`config.mk`:
```
export PLATFORM = sky130hd
export DESIGN_NAME = id_ex_pipe_reg_flat
export DESIGN_NICKNAME = d
export VERILOG_FILES = /design/src/rtl/id_ex_pipe_reg_pkg.sv /design/src/rtl/id_ex_pipe_reg_if.sv /design/src/rtl/id_ex_skid_slot.sv /design/src/rtl/id_ex_pipe_reg.sv /design/src/flat_wrapper.sv
export SDC_FILE = /design/constraint.sdc
export NUM_CORES = 1
export LEC_CHECK = 0
export CAP_MARGIN = 30
export CORE_ASPECT_RATIO = 1.5
export CORE_MARGIN = 2
export CORE_UTILIZATION = 39
export CTS_CLUSTER_SIZE = 24
export DETAILED_ROUTE_END_ITERATION = 16
export PLACE_DENSITY_LB_ADDON = 0.05
export SETUP_SLACK_MARGIN = 0.5
export SYNTH_ARGS = -nofsm -noshare
export SYNTH_HDL_FRONTEND = slang
export SYNTH_SLANG_ARGS = --single-unit
```
`constraint.sdc`:
```
create_clock -name clk -period 2.32 [get_ports clk]
set_clock_uncertainty 0.1 [all_clocks]
set_input_delay 0.464 -clock clk [delete_from_list [all_inputs] [get_ports clk]]
set_output_delay 0.464 -clock clk [all_outputs]
set_load 0.1 [all_outputs]
```
`src/rtl/id_ex_pipe_reg_pkg.sv`:
```
// Shared widths and control-bit positions for the ID/EX pipeline register.
package id_ex_pipe_reg_pkg;

  localparam int unsigned CTRL_W_DEF = 6;
  localparam int unsigned DATA_W_DEF = 128;
  localparam int unsigned STAT_W_DEF = 4;
  localparam int unsigned CNT_W_DEF  = 16;

  // Bit positions within the control field
  localparam int unsigned CTRL_MEM_R = 0;
  localparam int unsigned CTRL_MEM_W = 1;
  localparam int unsigned CTRL_WB_EN = 2;
  localparam int unsigned CTRL_IMM   = 3;
  localparam int unsigned CTRL_BR    = 4;
  localparam int unsigned CTRL_S_WE  = 5;

endpackage

```
`src/rtl/id_ex_pipe_reg_if.sv`:
```
// Valid/ready instruction bus between ID (master) and EX register (slave).
interface id_ex_pipe_reg_if
  import id_ex_pipe_reg_pkg::*;
#(
  parameter int unsigned CTRL_W = CTRL_W_DEF,
  parameter int unsigned DATA_W = DATA_W_DEF,
  parameter int unsigned STAT_W = STAT_W_DEF
);
  logic              in_valid;
  logic              in_ready;
  logic [CTRL_W-1:0] in_ctrl;
  logic [DATA_W-1:0] in_data;
  logic [STAT_W-1:0] in_stat;
  logic              out_valid;
  logic              out_ready;
  logic [CTRL_W-1:0] out_ctrl;
  logic [DATA_W-1:0] out_data;
  logic [STAT_W-1:0] out_stat;

  modport master (
    output in_valid, in_ctrl, in_data, in_stat, out_ready,
    input  in_ready, out_valid, out_ctrl, out_data, out_stat
  );

  modport slave (
    input  in_valid, in_ctrl, in_data, in_stat, out_ready,
    output in_ready, out_valid, out_ctrl, out_data, out_stat
  );
endinterface

```
`src/rtl/id_ex_skid_slot.sv`:
```
// One-entry skid register (valid + ctrl + data + stat); clr drops the entry.
module id_ex_skid_slot
  import id_ex_pipe_reg_pkg::*;
#(
  parameter int unsigned CTRL_W = CTRL_W_DEF,
  parameter int unsigned DATA_W = DATA_W_DEF,
  parameter int unsigned STAT_W = STAT_W_DEF
) (
  input  logic              clk,
  input  logic              rst,
  input  logic              clr,
  input  logic              load,
  input  logic              unload,
  input  logic [CTRL_W-1:0] in_ctrl,
  input  logic [DATA_W-1:0] in_data,
  input  logic [STAT_W-1:0] in_stat,
  output logic              valid,
  output logic [CTRL_W-1:0] ctrl,
  output logic [DATA_W-1:0] data,
  output logic [STAT_W-1:0] stat
);

  always_ff @(posedge clk) begin
    if (rst) begin
      valid <= 1'b0;
      ctrl  <= '0;
      data  <= '0;
      stat  <= '0;
    end else if (clr) begin
      valid <= 1'b0;
      ctrl  <= '0;
    end else if (load) begin
      valid <= 1'b1;
      ctrl  <= in_ctrl;
      data  <= in_data;
      stat  <= in_stat;
    end else if (unload) begin
      valid <= 1'b0;
      ctrl  <= '0;
    end
  end

endmodule

```
`src/rtl/id_ex_pipe_reg.sv`:
```
// ID/EX pipeline register with flush, NOP bubbles and a saturating stall counter.
// Define ID_EX_SKID_EN to add a one-entry skid buffer and a registered in_ready.
module id_ex_pipe_reg
  import id_ex_pipe_reg_pkg::*;
#(
  parameter int unsigned CTRL_W = CTRL_W_DEF,
  parameter int unsigned DATA_W = DATA_W_DEF,
  parameter int unsigned STAT_W = STAT_W_DEF,
  parameter int unsigned CNT_W  = CNT_W_DEF
) (
  input  logic             clk,
  input  logic             rst,
  input  logic             flush,
  id_ex_pipe_reg_if.slave  bus,
  output logic [CNT_W-1:0] stall_cnt
);

  localparam logic [CNT_W-1:0] CNT_MAX = '1;

  logic              out_valid_q;
  logic [CTRL_W-1:0] out_ctrl_q;
  logic [DATA_W-1:0] out_data_q;
  logic [STAT_W-1:0] out_stat_q;

  logic              nxt_valid;
  logic [CTRL_W-1:0] nxt_ctrl;
  logic [DATA_W-1:0] nxt_data;
  logic [STAT_W-1:0] nxt_stat;

  logic out_xfer;
  logic in_xfer;
  logic stalled;

  assign stalled  = out_valid_q && !bus.out_ready;
  assign out_xfer = out_valid_q && bus.out_ready;
  assign in_xfer  = bus.in_valid && bus.in_ready;

`ifdef ID_EX_SKID_EN
  logic              skid_valid;
  logic [CTRL_W-1:0] skid_ctrl;
  logic [DATA_W-1:0] skid_data;
  logic [STAT_W-1:0] skid_stat;
  logic              skid_load;
  logic              skid_unload;

  // Accepts parked while the output stalls; skid drains first once it moves
  assign skid_load   = in_xfer && stalled;
  assign skid_unload = skid_valid && !stalled;

  id_ex_skid_slot #(
    .CTRL_W (CTRL_W),
    .DATA_W (DATA_W),
    .STAT_W (STAT_W)
  ) u_skid (
    .clk     (clk),
    .rst     (rst),
    .clr     (flush),
    .load    (skid_load),
    .unload  (skid_unload),
    .in_ctrl (bus.in_ctrl),
    .in_data (bus.in_data),
    .in_stat (bus.in_stat),
    .valid   (skid_valid),
    .ctrl    (skid_ctrl),
    .data    (skid_data),
    .stat    (skid_stat)
  );

  assign bus.in_ready = !skid_valid;
`else
  assign bus.in_ready = !out_valid_q || bus.out_ready;
`endif

  // Output register next state; flush wins, an empty/draining slot refills
  always_comb begin
    nxt_valid = out_valid_q;
    nxt_ctrl  = out_ctrl_q;
    nxt_data  = out_data_q;
    nxt_stat  = out_stat_q;
    if (flush) begin
      nxt_valid = 1'b0;
      nxt_ctrl  = '0;
`ifdef ID_EX_SKID_EN
    end else if (skid_unload) begin
      nxt_valid = 1'b1;
      nxt_ctrl  = skid_ctrl;
      nxt_data  = skid_data;
      nxt_stat  = skid_stat;
`endif
    end else if (in_xfer && !stalled) begin
      nxt_valid = 1'b1;
      nxt_ctrl  = bus.in_ctrl;
      nxt_data  = bus.in_data;
      nxt_stat  = bus.in_stat;
    end else if (out_xfer) begin
      nxt_valid = 1'b0;
      nxt_ctrl  = '0;
    end
  end

  always_ff @(posedge clk) begin
    if (rst) begin
      out_valid_q <= 1'b0;
      out_ctrl_q  <= '0;
      out_data_q  <= '0;
      out_stat_q  <= '0;
      stall_cnt   <= '0;
    end else begin
      out_valid_q <= nxt_valid;
      out_ctrl_q  <= nxt_ctrl;
      out_data_q  <= nxt_data;
      out_stat_q  <= nxt_stat;
      if (stalled && (stall_cnt != CNT_MAX)) begin
        stall_cnt <= stall_cnt + CNT_W'(1);
      end
    end
  end

  assign bus.out_valid = out_valid_q;
  assign bus.out_ctrl  = out_ctrl_q;
  assign bus.out_data  = out_data_q;
  assign bus.out_stat  = out_stat_q;

endmodule

```
`src/flat_wrapper.sv`:
```
// flat-port wrapper written by rule: the top's interface ports become plain ports
module id_ex_pipe_reg_flat import id_ex_pipe_reg_pkg::*;
#(
  parameter int unsigned CTRL_W = CTRL_W_DEF,
  parameter int unsigned DATA_W = DATA_W_DEF,
  parameter int unsigned STAT_W = STAT_W_DEF,
  parameter int unsigned CNT_W  = CNT_W_DEF
)
  (clk, rst, flush, stall_cnt, bus_in_valid, bus_in_ctrl, bus_in_data, bus_in_stat, bus_out_ready, bus_in_ready, bus_out_valid, bus_out_ctrl, bus_out_data, bus_out_stat);
  id_ex_pipe_reg_if #(.CTRL_W(CTRL_W), .DATA_W(DATA_W), .STAT_W(STAT_W)) bus_i ();
  input  logic clk;
  input  logic rst;
  input  logic flush;
  output logic [CNT_W-1:0] stall_cnt;
  input wire logic [$bits(bus_i.in_valid)-1:0] bus_in_valid;
  input wire logic [$bits(bus_i.in_ctrl)-1:0] bus_in_ctrl;
  input wire logic [$bits(bus_i.in_data)-1:0] bus_in_data;
  input wire logic [$bits(bus_i.in_stat)-1:0] bus_in_stat;
  input wire logic [$bits(bus_i.out_ready)-1:0] bus_out_ready;
  output wire logic [$bits(bus_i.in_ready)-1:0] bus_in_ready;
  output wire logic [$bits(bus_i.out_valid)-1:0] bus_out_valid;
  output wire logic [$bits(bus_i.out_ctrl)-1:0] bus_out_ctrl;
  output wire logic [$bits(bus_i.out_data)-1:0] bus_out_data;
  output wire logic [$bits(bus_i.out_stat)-1:0] bus_out_stat;
  assign bus_i.in_valid = bus_in_valid;
  assign bus_i.in_ctrl = bus_in_ctrl;
  assign bus_i.in_data = bus_in_data;
  assign bus_i.in_stat = bus_in_stat;
  assign bus_i.out_ready = bus_out_ready;
  assign bus_in_ready = bus_i.in_ready;
  assign bus_out_valid = bus_i.out_valid;
  assign bus_out_ctrl = bus_i.out_ctrl;
  assign bus_out_data = bus_i.out_data;
  assign bus_out_stat = bus_i.out_stat;
  id_ex_pipe_reg #(.CTRL_W(CTRL_W), .DATA_W(DATA_W), .STAT_W(STAT_W), .CNT_W(CNT_W)) u_core (.clk(clk), .rst(rst), .flush(flush), .bus(bus_i), .stall_cnt(stall_cnt));
endmodule
```
==> metrics.csv, run 1 <==
metric,value,unit
clk root buf,clkbuf_16,
Die Y,150,um
drt via density,4.89,
combinational group share of total power,21.6,%
first-pass GRT wire length,27.3,mm
multiplexer share of the synthesized area,0.563,%
core area,14000,sq um
hold buffers post-CTS,0,
gr busiest metal,met2,
Max Cap Violations,0,
sequential share of the synthesized area,55.8,%
Setup WS post-layout,0.481,ns
ranking of synthesized cells by area,"dfxtp_1 56%, nand2_1 18%, a21oi_1 13%",
Fin. Hold Viols,0,
Leakage,3.79,nW
RSZ-0062 raised after global routing,yes,
clk_lat worst skew,0.43,ns
internal power,0.00484,W
DP Worst Slack,0.0477,ns
Placed Instance Area,8580,sq um
largest family of logic cells by synthesized area,simple AND/OR/NAND/NOR gates,
Global Route met3 Usage,7.52,%
Total GRT Usage,23.1,%
Critical Path Source Type,flip-flop,
number of flops mapped to enable cells by yosys,0,
Placed Cells,1155,
crit path time final,1.84,ns
Final #Nets,1135,
Die W,101,um
Post-Synth Simple-Gate Area,23.4,%
Sequential Power Share,39.0,%
Post-synth ARST share,0,%
"Cell Count, Final, Fillers Out",1196,
fmax,544,MHz
Crit Path Category,flip-flop to output pin,
Die ar.,15200,sq um
Yosys top cell by area,dfxtp_1,
RePlAce Congestion,0.796,
Mapped Nets,838,
number of distinct library cells after synthesis,34,
status,finished clean,
H-tree Lvls,4,
crit path max-delay cell type,dfxtp_4,
starting density of the core,39.7,%
CP Cell Sequence,"nor2b_4, inv_8, buf_6, buf_12",
Initial DRT Pass Iterations,5,
hold crit path type,flip-flop to flip-flop,
TritonCTS clock tree,yes,
routed vias,5849,
WHS,0.355,ns
crit-path max FO,4,
"Largest stage delay, worst path",0.34,ns
"count leader, synth",nand2_1,
power per cell area,777,nW/um^2
CP endpoint kind,output pin,
Synth-to-Final Area Change,67.1,%
Remaining DRCs,0,
Core Rows,53,
initial antenna violation count,0,
Final ANT Viol Nets,0,
sw power,0.00238,W
clock power share,39.4,%
GRT overflow,0,
final setup TNS,0,ns
Max clock buf depth,2,
CP Data Required Time,1.76,ns
cell count after synthesis,694,
"Top FF cell, synth",dfxtp_1,
CTS Sinks,155,
initial DRC count,168,
synthesized area per cell,8.01,sq um
hpwl dp,13.4,mm
period utilization,79.3,%
"CP delay by family, top",flip-flops,
top post-synthesis cells by count,"268 x nand2_1, 155 x dfxtp_1, 142 x a21oi_1, 46 x clkbuf_1, 12 x nor2_1",
final instance area,9290,sq um
Worst EP arrival,1.28,ns
PortBufs,298,
Syn Std Cell Area,5560,sq um
fraction of layout cells with a size suffix above 1,25.1,%
"Reg clk slew, reported paths",0.07,ns
number of global-route vias before repair,5787,
# diodes,0,
adder and majority gate portion of the synthesized area,0.225,%
wire per inst,15.1,um
Synth Warn #,0,
I/O Pins,299,
Switching Share,32.9,%
post-synth top area share,55.8,%
met1 Use GR,22.2,%
grt met2 use,42.6,%
Num CTS Buffers,17,
synthesis-stage register bit count,155,
Slew headroom,58.3,%
"IR drop worst, VDD",0.471,mV
Post-Synth XOR/XNOR Area,0.158,%
Final Slew Violations,0,
final setup violation count,0,
critical path buffer and inverter count,3,
Worst-Margin Slew,0.619,ns
largest net degree at the start of global routing,55,
post-synthesis compound-gate area fraction,16.3,%
overall routed net length,18.1,mm
## cells in the final DEF (no fill, tap or decap), types with 2 or more instances in the layout
master           count
nor4_4               2
a31oi_1              3
a21oi_1            142
nand4_1              4
or4_1                4
or3_4                2
mux2i_1              2
nand3_1              4
clkbuf_16           18
or3_1                4
inv_1                3
nor3_2               2
nor2_1              12
o31ai_1              4
inv_8                4
dfxtp_4             17
or2_2                4
buf_4              174
o21ai_0              7
nor2b_1              2
clkdlybuf4s50_1    140
nand2_1            268
a22oi_1              6
inv_6                8
buf_12              10
dfxtp_1            138
## worst paths after layout
check	startpoint	end	slack [ns]	cells after the start
max	u_core.bus.out_valid$_SDFFE_PP0P_	bus_in_ready	0.48	4
min	u_core.bus.out_data[104]$_SDFFE_PP0P_	u_core.bus.out_data[104]$_SDFFE_PP0P_	0.35	2
max reg2reg	u_core.stall_cnt[8]$_SDFFE_PP0P_	u_core.stall_cnt[1]$_SDFFE_PP0P_	0.56	6
min reg2reg	u_core.bus.out_data[104]$_SDFFE_PP0P_	u_core.bus.out_data[104]$_SDFFE_PP0P_	0.35	2
## flip-flops by register name, summed over array words and instances (netlist names)
signal and cells:
u_core.bus.out_data 128, u_core.bus.out_valid 1, u_core.bus.out_ctrl 6, u_core.stall_cnt 16, u_core.bus.out_stat 4
## what timing repair did
| item | 4_1_cts | 5_1_grt |
|---|---|---|
| gates resized for setup | 5 | 1 |
| endpoints found under the setup margin | 9 | 11 |
| cloned | 0 | 0 |
| setup buffers | 5 | 4 |
| pin swaps | 2 | 5 |
## logic make-up after synthesis
kind of cell / after synthesis
AOI/OAI and AO/OA: 167
xor gates and xnor gates: 1
adders and majority gates: 1
buffers and inverters: 52
DFF: 155
muxes: 3
and+or+nand+nor: 315
## worst register-to-register path, stage by stage, from the launching register on
cell	delay, ns
dfxtp_4	0.39
nand4_1	0.18
buf_4	0.22
o41ai_4	0.33
buf_4	0.20
mux2i_1	0.18
nor2_1	0.05
## power by group through the flow
stage / logic [W] / registers [W] / clock network (W)
global placement: 0.00155 / 0.00287 / 0
CTS: 0.00157 / 0.00281 / 0.00289
global route: 0.00163 / 0.00282 / 0.00301
floorplan: 0.000247 / 0.00366 / 0
finish: 0.00156 / 0.00281 / 0.00284
detailed placement: 0.00156 / 0.00287 / 0
## metal layers
metal  part of all wire, %  wire length, um
met5                     0                0
met1                    35             6340
met2                    53             9540
met4                   4.7              843
met3                   7.5             1350
## per-stage QoR
stage	total power, W	utilization, %
finish	0.00721	66.4
CTS	0.00727	66.1
detailed placement	0.00444	61.4
floorplan	0.00391	-
global placement	0.00441	61.4
global route	0.00746	66.4
## cell type report
type                            count  area (sq um)
Clock inverter                     13           143
Sequential cell                   155          3170
Tap cell                          192           240
Clock buffer                       19           464
Multi-Input combinational cell    487          2320
Inverter                            4          22.5
Timing Repair Buffer              326          2930
Fill cell                        1154          4700
Note: power is estimated with default switching activity, not from simulation.
==> run 2, diff against run 1 <==
--- a/config.mk
+++ b/config.mk
@@ -8,7 +8,7 @@
 export CAP_MARGIN = 30
 export CORE_ASPECT_RATIO = 1.5
 export CORE_MARGIN = 2
-export CORE_UTILIZATION = 39
+export CORE_UTILIZATION = 35
 export CTS_CLUSTER_SIZE = 24
 export DETAILED_ROUTE_END_ITERATION = 16
 export PLACE_DENSITY_LB_ADDON = 0.05
==> constraint.sdc (replaced) <==
create_clock -name clk -period 1.6 [get_ports clk]
set_clock_uncertainty 0.1 [all_clocks]
set_input_delay 0.32 -clock clk [delete_from_list [all_inputs] [get_ports clk]]
set_output_delay 0.32 -clock clk [all_outputs]
set_load 0.1 [all_outputs]
==> metrics.csv, run 2 (synthesis gave the netlist of run 1 again) <==
metric,value,unit
Max clock buf depth,2,
met1 Use GR,24.9,%
final instance area,12300,sq um
grt met2 use,44.6,%
largest net degree at the start of global routing,61,
drt via density,5.02,
starting density of the core,35.6,%
Final ANT Viol Nets,0,
Setup WS post-layout,-0.154,ns
# diodes,0,
power per cell area,924,nW/um^2
RePlAce Congestion,0.871,
CP Data Required Time,1.84,ns
Die W,107,um
hpwl dp,14.8,mm
number of global-route vias before repair,6465,
I/O Pins,299,
hold crit path type,input pin to flip-flop,
"commonest cells after routing, fill and taps aside","268 x nand2_1, 165 x buf_12, 140 x clkdlybuf4s50_1, 137 x a21oi_1, 135 x dfxtp_2",
PortBufs,298,
gr busiest metal,met2,
clk_lat worst skew,0.42,ns
CTS Sinks,155,
fraction of layout cells with a size suffix above 1,43.6,%
Final #Nets,1190,
Overall Power,0.0113,W
Worst-Margin Slew,0.431,ns
Slew headroom,71.3,%
overall routed net length,22.9,mm
fmax,570,MHz
WHS,0.231,ns
routed vias,6324,
Remaining DRCs,0,
crit-path max FO,3,
"Cell Count, Final, Fillers Out",1261,
final setup violation count,147,
core area,15600,sq um
clk root buf,clkbuf_16,
status,finished with violations,
Leakage,4.72,nW
GRT overflow,0,
"IR drop worst, VDD",0.811,mV
Crit Path Category,flip-flop to flip-flop,
Global Route met3 Usage,8.02,%
RSZ-0062 raised after global routing,yes,
H-tree Lvls,4,
wire per inst,18.2,um
Placed Cells,1202,
Placed Instance Area,11000,sq um
initial DRC count,245,
Die ar.,16900,sq um
first-pass GRT wire length,32.2,mm
"most common cell after layout, fill and taps aside",nand2_1,
crit path time final,1.75,ns
Fin. Hold Viols,0,
Critical Path Source Type,flip-flop,
TritonCTS clock tree,yes,
max FFs per register,128,
Synth-to-Final Area Change,121,%
Max Cap Violations,0,
"Reg clk slew, reported paths",0.06,ns
Core Rows,56,
final setup TNS,-9.86,ns
hold buffers post-CTS,0,
Worst EP arrival,2.00,ns
Total GRT Usage,24.2,%
Die Y,158,um
Final Slew Violations,0,
CP endpoint kind,flip-flop,
violated checks,negative setup slack,
period utilization,110,%
Num CTS Buffers,17,
initial antenna violation count,0,
Initial DRT Pass Iterations,5,
[run 2: cell types whose count changed in the layout (fill, tap and decap cells not counted), moves of 5 or more]
cell / previous run / this run
buf_12: 10 / 165
dfxtp_1: 138 / 0
buf_4: 174 / 38
dfxtp_2: 0 / 135
buf_6: 1 / 24
clkbuf_16: 18 / 26
a21oi_1: 142 / 137
a21oi_2: 0 / 5
inv_6: 8 / 3
[run 2: repair_timing]
item	CTS	global route
endpoints found under the setup margin	310	311
gates cloned	2	12
setup buffers	6	8
pin swaps	10	13
gates resized for setup	35	32
[run 2: critical path, stage by stage (launching register included)]
cell and delay, ns:
dfxtp_4 0.36, buf_4 0.10, nand4_1 0.13, or2_2 0.35, or4_4 0.50, a21oi_2 0.14
[run 2: power breakdown]
| group | internal, W | total [W] | switching, W |
|---|---|---|---|
| Combinational | 0.00117 | 0.00284 | 0.00167 |
| Sequential | 0.00403 | 0.00420 | 0.000172 |
| Clock | 0.00261 | 0.00430 | 0.00169 |
[run 2: cell type report]
class                   instances  area [sq um]
repair buffers                380          5570
fillers                       967          3360
flip-flops and latches        155          3350
multi-input cells             488          2440
clock buffers                  20           468
well taps                     203           254
clock inverters                11           158
inverters                       4          22.5
[run 2: metrics by stage]
stage	util (%)	setup WS, ns
global placement	70.2	-0.560
global route	78.5	-0.185
detailed placement	70.2	-0.574
floorplan	-	-0.506
CTS	75.8	-0.112
finish	78.5	-0.154
[run 2: path summary, 6_finish.rpt]
check	from	to	slack, ns	cells past startpoint
setup / recovery	u_core.stall_cnt[10]$_SDFFE_PP0P_	u_core.stall_cnt[13]$_SDFFE_PP0P_	-0.15	5
hold / removal	rst	u_core.bus.out_data[9]$_SDFFE_PP0P_	0.23	2
setup reg to reg	u_core.stall_cnt[10]$_SDFFE_PP0P_	u_core.stall_cnt[13]$_SDFFE_PP0P_	-0.15	5
hold reg to reg	u_core.bus.out_data[110]$_SDFFE_PP0P_	u_core.bus.out_data[110]$_SDFFE_PP0P_	0.37	2
[run 2: routing by layer]
layer	vias up	share of wire [%]
met5	-	0
met3	59	7.3
met4	0	3.7
met2	283	55
met1	2974	34
li1	3008	-
